`src/rtl/sha2_pkg.sv`:
```
// Shared SHA-2 definitions: small-sigma rotate/shift amounts, schedule FSM states,
// and the word-width to round-count mapping used to reject illegal configurations.
package sha2_pkg;

  typedef enum logic {
    ST_IDLE   = 1'b0,
    ST_STREAM = 1'b1
  } state_e;

  // SHA-256 small sigmas: {rotr, rotr, shr}
  localparam int SIG256_S0_R1 = 7;
  localparam int SIG256_S0_R2 = 18;
  localparam int SIG256_S0_SH = 3;
  localparam int SIG256_S1_R1 = 17;
  localparam int SIG256_S1_R2 = 19;
  localparam int SIG256_S1_SH = 10;

  // SHA-512 small sigmas: {rotr, rotr, shr}
  localparam int SIG512_S0_R1 = 1;
  localparam int SIG512_S0_R2 = 8;
  localparam int SIG512_S0_SH = 7;
  localparam int SIG512_S1_R1 = 19;
  localparam int SIG512_S1_R2 = 61;
  localparam int SIG512_S1_SH = 6;

  // Returns 0 for an unsupported width so any ROUNDS value mismatches.
  function automatic int rounds_for(input int word_w);
    case (word_w)
      32:      return 64;
      64:      return 80;
      default: return 0;
    endcase
  endfunction

  // idx 0/1 select the rotate amounts, idx 2 the logical shift; sel picks sigma1.
  function automatic int sigma_const(input int word_w, input bit sel, input int idx);
    int c [3];
    if (word_w == 64) begin
      c = sel ? '{SIG512_S1_R1, SIG512_S1_R2, SIG512_S1_SH}
              : '{SIG512_S0_R1, SIG512_S0_R2, SIG512_S0_SH};
    end else begin
      c = sel ? '{SIG256_S1_R1, SIG256_S1_R2, SIG256_S1_SH}
              : '{SIG256_S0_R1, SIG256_S0_R2, SIG256_S0_SH};
    end
    return c[idx];
  endfunction

endpackage

```
`src/rtl/sha2_small_sigma.sv`:
```
// Combinational SHA-2 small sigma (sigma0 when SEL=0, sigma1 when SEL=1)
// for 32- or 64-bit words.
module sha2_small_sigma
  import sha2_pkg::*;
#(
  parameter int WORD_W = 32,
  parameter bit SEL    = 1'b0
) (
  input  logic [WORD_W-1:0] i_x,
  output logic [WORD_W-1:0] o_y
);

  localparam int R1 = sigma_const(WORD_W, SEL, 0);
  localparam int R2 = sigma_const(WORD_W, SEL, 1);
  localparam int SH = sigma_const(WORD_W, SEL, 2);

  logic [WORD_W-1:0] w_rot1;
  logic [WORD_W-1:0] w_rot2;

  assign w_rot1 = (i_x >> R1) | (i_x << (WORD_W - R1));
  assign w_rot2 = (i_x >> R2) | (i_x << (WORD_W - R2));
  assign o_y    = w_rot1 ^ w_rot2 ^ (i_x >> SH);

endmodule

```
`src/rtl/sha2_msg_schedule.sv`:
```
// SHA-256/512 message-schedule generator: loads a 16-word block and streams W[0..ROUNDS-1].
// Define SHA2_MSG_SCHED_PREFETCH_EN to add a one-block buffer for bubble-free back-to-back blocks.
module sha2_msg_schedule
  import sha2_pkg::*;
#(
  parameter int WORD_W = 32,
  parameter int ROUNDS = 64
) (
  input  logic                      clk,
  input  logic                      rst,
  input  logic [16*WORD_W-1:0]      block_i,
  input  logic                      block_valid_i,
  output logic                      block_ready_o,
  input  logic                      abort_i,
  output logic [WORD_W-1:0]         w_o,
  output logic [$clog2(ROUNDS)-1:0] w_round_o,
  output logic                      w_valid_o,
  input  logic                      w_ready_i,
  output logic                      w_last_o,
  output logic                      busy_o
);

  localparam int             RW     = $clog2(ROUNDS);
  localparam logic [RW-1:0]  T_LAST = RW'(ROUNDS - 1);
  localparam logic [RW-1:0]  T_PRE  = RW'(ROUNDS - 2);

  generate
    if (ROUNDS != rounds_for(WORD_W)) begin : g_bad_cfg
      $error("sha2_msg_schedule: WORD_W must be 32 (ROUNDS=64) or 64 (ROUNDS=80)");
    end
  endgenerate

  state_e            r_state;
  state_e            w_state_nxt;
  logic [WORD_W-1:0] r_w [16];
  logic [RW-1:0]     r_t;
  logic              r_last;

  logic              w_accept;
  logic              w_xfer;
  logic              w_last_xfer;
  logic              w_refill;
  logic              w_load;
  logic [16*WORD_W-1:0] w_load_src;
  logic [WORD_W-1:0] w_sig0;
  logic [WORD_W-1:0] w_sig1;
  logic [WORD_W-1:0] w_next;

`ifdef SHA2_MSG_SCHED_PREFETCH_EN
  logic [16*WORD_W-1:0] r_buf;
  logic                 r_full;
  logic                 w_buf_wr;

  assign w_refill   = r_full || w_accept;
  assign w_load_src = (r_state == ST_STREAM && r_full) ? r_buf : block_i;
  assign w_buf_wr   = (r_state == ST_STREAM) && w_accept && !w_last_xfer;
`else
  assign w_refill   = 1'b0;
  assign w_load_src = block_i;
`endif

  assign w_accept    = block_valid_i && block_ready_o;
  assign w_xfer      = w_valid_o && w_ready_i;
  assign w_last_xfer = w_xfer && (r_t == T_LAST);
  assign w_load      = ((r_state == ST_IDLE) && w_accept) || (w_last_xfer && w_refill);

  sha2_small_sigma #(.WORD_W(WORD_W), .SEL(1'b0)) u_sigma0 (.i_x(r_w[1]),  .o_y(w_sig0));
  sha2_small_sigma #(.WORD_W(WORD_W), .SEL(1'b1)) u_sigma1 (.i_x(r_w[14]), .o_y(w_sig1));

  assign w_next = w_sig1 + r_w[9] + w_sig0 + r_w[0];

  // NOTE: sequential state uses non-blocking assignments so every flop samples pre-edge values.
  always_ff @(posedge clk or posedge rst) begin
    if (rst) r_state <= ST_IDLE;
    else     r_state <= w_state_nxt;
  end

  // NOTE: each combinational output gets a default first so no path can infer a latch.
  always_comb begin
    w_state_nxt = r_state;
    if (abort_i) begin
      w_state_nxt = ST_IDLE;
    end else begin
      unique case (r_state)
        ST_IDLE:   if (w_accept) w_state_nxt = ST_STREAM;
        ST_STREAM: if (w_last_xfer && !w_refill) w_state_nxt = ST_IDLE;
      endcase
    end
  end

  always_comb begin
    block_ready_o = 1'b0;
    w_valid_o     = 1'b0;
    busy_o        = 1'b0;
    unique case (r_state)
      ST_IDLE: block_ready_o = !abort_i;
      ST_STREAM: begin
        w_valid_o = 1'b1;
        busy_o    = 1'b1;
`ifdef SHA2_MSG_SCHED_PREFETCH_EN
        block_ready_o = !r_full && !abort_i;
`endif
      end
    endcase
  end

  // NOTE: the shift register is reset because w_o must read zero during reset.
  always_ff @(posedge clk or posedge rst) begin
    if (rst) begin
      for (int i = 0; i < 16; i++) r_w[i] <= '0;
      r_t    <= '0;
      r_last <= 1'b0;
    end else if (abort_i) begin
      r_t    <= '0;
      r_last <= 1'b0;
    end else if (w_load) begin
      for (int i = 0; i < 16; i++) r_w[i] <= w_load_src[(15-i)*WORD_W +: WORD_W];
      r_t    <= '0;
      r_last <= 1'b0;
    end else if (w_xfer) begin
      for (int i = 0; i < 15; i++) r_w[i] <= r_w[i+1];
      r_w[15] <= w_next;
      r_t     <= w_last_xfer ? '0 : r_t + RW'(1);
      r_last  <= !w_last_xfer && (r_t == T_PRE);
    end
  end

`ifdef SHA2_MSG_SCHED_PREFETCH_EN
  // The buffer payload is only meaningful while r_full is set, so it carries no reset.
  always_ff @(posedge clk or posedge rst) begin
    if (rst) begin
      r_full <= 1'b0;
    end else if (abort_i) begin
      r_full <= 1'b0;
    end else if (w_load && r_state == ST_STREAM && r_full) begin
      r_full <= 1'b0;
    end else if (w_buf_wr) begin
      r_full <= 1'b1;
    end
  end

  always_ff @(posedge clk) begin
    if (w_buf_wr) r_buf <= block_i;
  end
`endif

  assign w_o       = r_w[0];
  assign w_round_o = r_t;
  assign w_last_o  = r_last;

endmodule

```
`config.mk`:
```
export PLATFORM = sky130hd
export DESIGN_NAME = sha2_msg_schedule
export DESIGN_NICKNAME = d
export VERILOG_FILES = /design/src/rtl/sha2_pkg.sv /design/src/rtl/sha2_small_sigma.sv /design/src/rtl/sha2_msg_schedule.sv
export SDC_FILE = /design/constraint.sdc
export NUM_CORES = 2
export LEC_CHECK = 0
export ABC_AREA = 1
export CORE_MARGIN = 1.5
export CORE_UTILIZATION = 59
export CTS_BUF_LIST = sky130_fd_sc_hd__clkbuf_8
export DETAILED_ROUTE_END_ITERATION = 8
export GPL_TIMING_DRIVEN = 0
export HOLD_SLACK_MARGIN = 0.05
export PLACE_DENSITY_LB_ADDON = 0.1
export SLEW_MARGIN = 10
export SYNTH_ARGS = -nofsm -noshare
export SYNTH_HDL_FRONTEND = slang
export SYNTH_HIERARCHICAL = 1
export SYNTH_SLANG_ARGS = --single-unit
```
`constraint.sdc`:
```
create_clock -name clk -period 42.6 [get_ports clk]
set_input_delay 6.39 -clock clk [delete_from_list [all_inputs] [get_ports clk]]
set_output_delay 6.39 -clock clk [all_outputs]
set_load 0.005 [all_outputs]
```
==> results.json <==
{
  "firstDrtPassIters": 8,
  "grt_usage_pct": 45.6,
  "cts_root_buf": "clkbuf_8",
  "grt_pass1_vias": 29600,
  "gp_congestion": 1.06,
  "io_pins": 559,
  "ant_nets": 0,
  "cts_tree": "done",
  "cts_resized": 0,
  "finalSetupViolCount": 0,
  "tightest_slew_ns": 0.965,
  "clock_skew_ns": 0.0411,
  "syn_area_sq_mm": 0.0293,
  "seq_area_frac_synth_pct": 44.5,
  "viasPerCell": 5.75,
  "r2r-start": "r_w[456]",
  "worstSetupStartpoint": "abort_i",
  "max_slew_margin_pct": 35.0,
  "rrSetupSlack_ns": 38.49,
  "start_util_pct": 59.8,
  "cts.path.max_buffers": 3,
  "cts.sinks": 520,
  "gr-total-overflow": 0,
  "detailed_place_hpwl_microns": 90600,
  "slowest_stage": "clkdlybuf4s50_1",
  "maxCapViolCount": 0,
  "drt_wl_total_microns": 117000,
  "p_per_area_mw_per_mm2": 66.0,
  "dieArea_sq_mm": 0.0509,
  "min_period_ns": 14.01,
  "critPathRequiredTime_ns": 36.21,
  "final_util_pct": 77.2,
  "synth-async-reset-ratio_pct": 100,
  "dpl_worst_slack_ns": 28.59,
  "rsz0062_at_grt": "no",
  "r2r-end": "r_w[29]",
  "irDropWorstVdd_v": 0.0000451,
  "avgSynthCellArea_sq_um": 7.41,
  "cp_max_fo": 4,
  "fmax_ghz": 0.0714,
  "antenna_found_initial": 12,
  "regArea_sq_mm": 0.0130,
  "clock_insertion_delay_worst_skew_ns": 0.74,
  "grt_max_degree": 111,
  "arrival_ns": 7.62,
  "coreArea_sq_mm": 0.0490,
  "io_buffers": 558,
  "ys.flop_type": "dfrtp_1",
  "path_class": "input pin to primary output",
  "slew_violations": 0,
  "cp-end-kind": "primary output",
  "synth.net_count": 4561,
  "nFillCells": 3621,
  "synth-edff-count": 0,
  "ys_warn_count": 6,
  "cts_setup_buffers": 0,
  "area_growth_pct": 29.1,
  "slowest_delay_ns": 0.53,
  "drive_gt1_share_pct": 6.41,
  "yosys.cell_types.count": 30,
  "drcViolationCount": 0,
  "crit_chain": "clkdlybuf4s50_1, nor2_2, clkdlybuf4s50_1",
  "setup_ws_ns": 28.59,
  "drt_iter0_drc": 3486,
  "synth-seq-cells": 520,
  "critPathCapture": "block_ready_o",
  "rows": 81,
  "grt_first_pass_wirelength_microns": 170000,
  "cts_buffers": 86,
  "die_h_microns": 226,
  "start_kind": "input pin",
  "vias": 30700,
  "die_width_microns": 226,
  "clk_pin_slew_ns": 0.06,
  "leakage_nw": 17.8,
  "multi_input_area_sq_mm": 0.0136,
  "hold_path.class": "register to register",
  "tns_ns": 0,
  "hold_viol": 0,
  "status": "finished clean",
  "syn_inst": 3949,
  "layout.nets": 5211,
  "timing.critical_path.mode_cell": "clkdlybuf4s50_1",
  "cts_htree_levels": 3,
  "wl_per_cell_microns": 21.8,
  "hold_buffers": 0,
  "fin_crit_sh_pct": 32.9,
  "r2r_cells": 20
}
[cell families (layout without fill, tap and decap cells)]
kind of cell	count (synthesis)	count (layout)	share of synthesized area, %
AOI/OAI and AO/OA	1041	1041	18.4
xor gates and xnor gates	24	24	0.718
adders and majority gates	95	95	5.65
buffers and inverters	628	1345	9.15
DFF	520	520	44.5
other	0	6	0
and+or+nand+nor	1641	1641	21.6
[sequential cells by signal, summed over array words and instances (netlist names)]
signal,count
r_w,480
w_o,32
w_round_o,6
r_state,1
w_last_o,1
[Yosys cell counts, types with 2 or more instances]
cell type     n  area (sq um)
nand2_1    1045          3920
dfrtp_1     520         13000
o21ai_0     481          2410
nor2_1      477          1790
a21oi_1     452          2260
inv_1       363          1360
clkbuf_1    113           424
nand3_1      98           490
buf_2        87           435
fa_1         62          1240
a22oi_1      60           450
buf_4        56           420
o21ai_1      40           200
ha_1         33           413
xor2_1       22           193
inv_2         8          30.0
nor3_1        6          30.0
nand4_1       4          25.0
nand3b_1      3          22.5
o21bai_1      3          22.5
and2_1        2          12.5
nand2_2       2          12.5
nor2_2        2          12.5
o22ai_1       2          12.5
or2_2         2          12.5
xnor2_1       2          17.5
[power breakdown]
group / internal (W) / leakage [nW] / switching (W)
Sequential: 0.000600 / 6.10 / 0.0000984
Clock: 0.000286 / 1.09 / 0.000220
Combinational: 0.000452 / 10.6 / 0.000836
Total: 0.00134 / 17.8 / 0.00115
[final cells by class]
cell class / instances / share of cell area, %
diodes: 6 / 0.0398
plain buffers: 257 / 3.40
clock buffers: 112 / 4.08
clock inverters: 43 / 1.10
inverters: 371 / 3.71
multi-input cells: 2801 / 35.9
flip-flops and latches: 520 / 34.5
well taps: 664 / 2.20
repair buffers: 562 / 15.1
[cell usage in the layout, fill, tap and decap left out]
cell	n
diode_2	6
clkdlybuf4s50_1	558
dfrtp_1	520
clkinv_2	12
inv_12	1
nand2_1	1045
o21ai_1	40
o41ai_1	1
inv_1	381
o22ai_1	2
nand2_2	2
ha_1	33
buf_4	56
nor2_1	477
and2_1	2
xnor2_1	2
o21ai_0	481
xor2_1	22
o31ai_1	1
inv_8	2
nor3_1	6
nand3b_1	3
clkbuf_8	112
o21bai_1	3
nor2_2	2
a22oi_1	60
a21oi_1	452
nand4_1	4
buf_16	4
inv_2	8
nand3_1	98
clkbuf_1	113
inv_6	2
fa_1	62
a21o_1	1
clkbuf_2	1
bufinv_16	8
buf_2	87
or2_2	2
[worst min path at each step]
| stage | startpoint | end | slack (ns) | cells after the start |
|---|---|---|---|---|
| final | r_w[28] | r_w[28] | 0.48 | 2 |
| after global routing | r_w[30] | r_w[30] | 0.50 | 2 |
| after CTS | r_w[28] | r_w[28] | 0.48 | 2 |
| after detailed placement | r_w[25] | r_w[25] | 0.46 | 2 |
| after global placement | r_w[29] | r_w[29] | 0.46 | 2 |
| after floorplan | r_w[17] | r_w[17] | 0.44 | 2 |
[per-stage QoR]
stage	total power, W	cells	hold slack, ns	cell area, sq um
after floorplan	0.00150	3949	0.444	29300
after detailed placement	0.00194	5175	0.460	35800
after CTS	0.00244	5330	0.477	37800
final	0.00249	5336	0.476	37800
after global placement	0.00192	5171	0.456	35700
after global routing	0.00264	5333	0.500	37800
[metal layers]
layer	part of all wire (%)	global-route usage [%]	routed length, microns
met5	0.047	0	55
met2	44	71.3	51800
met1	36	54.0	41400
met4	8.3	32.8	9730
met3	12	12.9	13600
[critical path, delay by kind of cell]
kind / cells / cell delay [ns]
buffers and inverters: 2 / 1.05
AND/OR/NAND/NOR: 1 / 0.17
(Power assumes the default switching activity.)
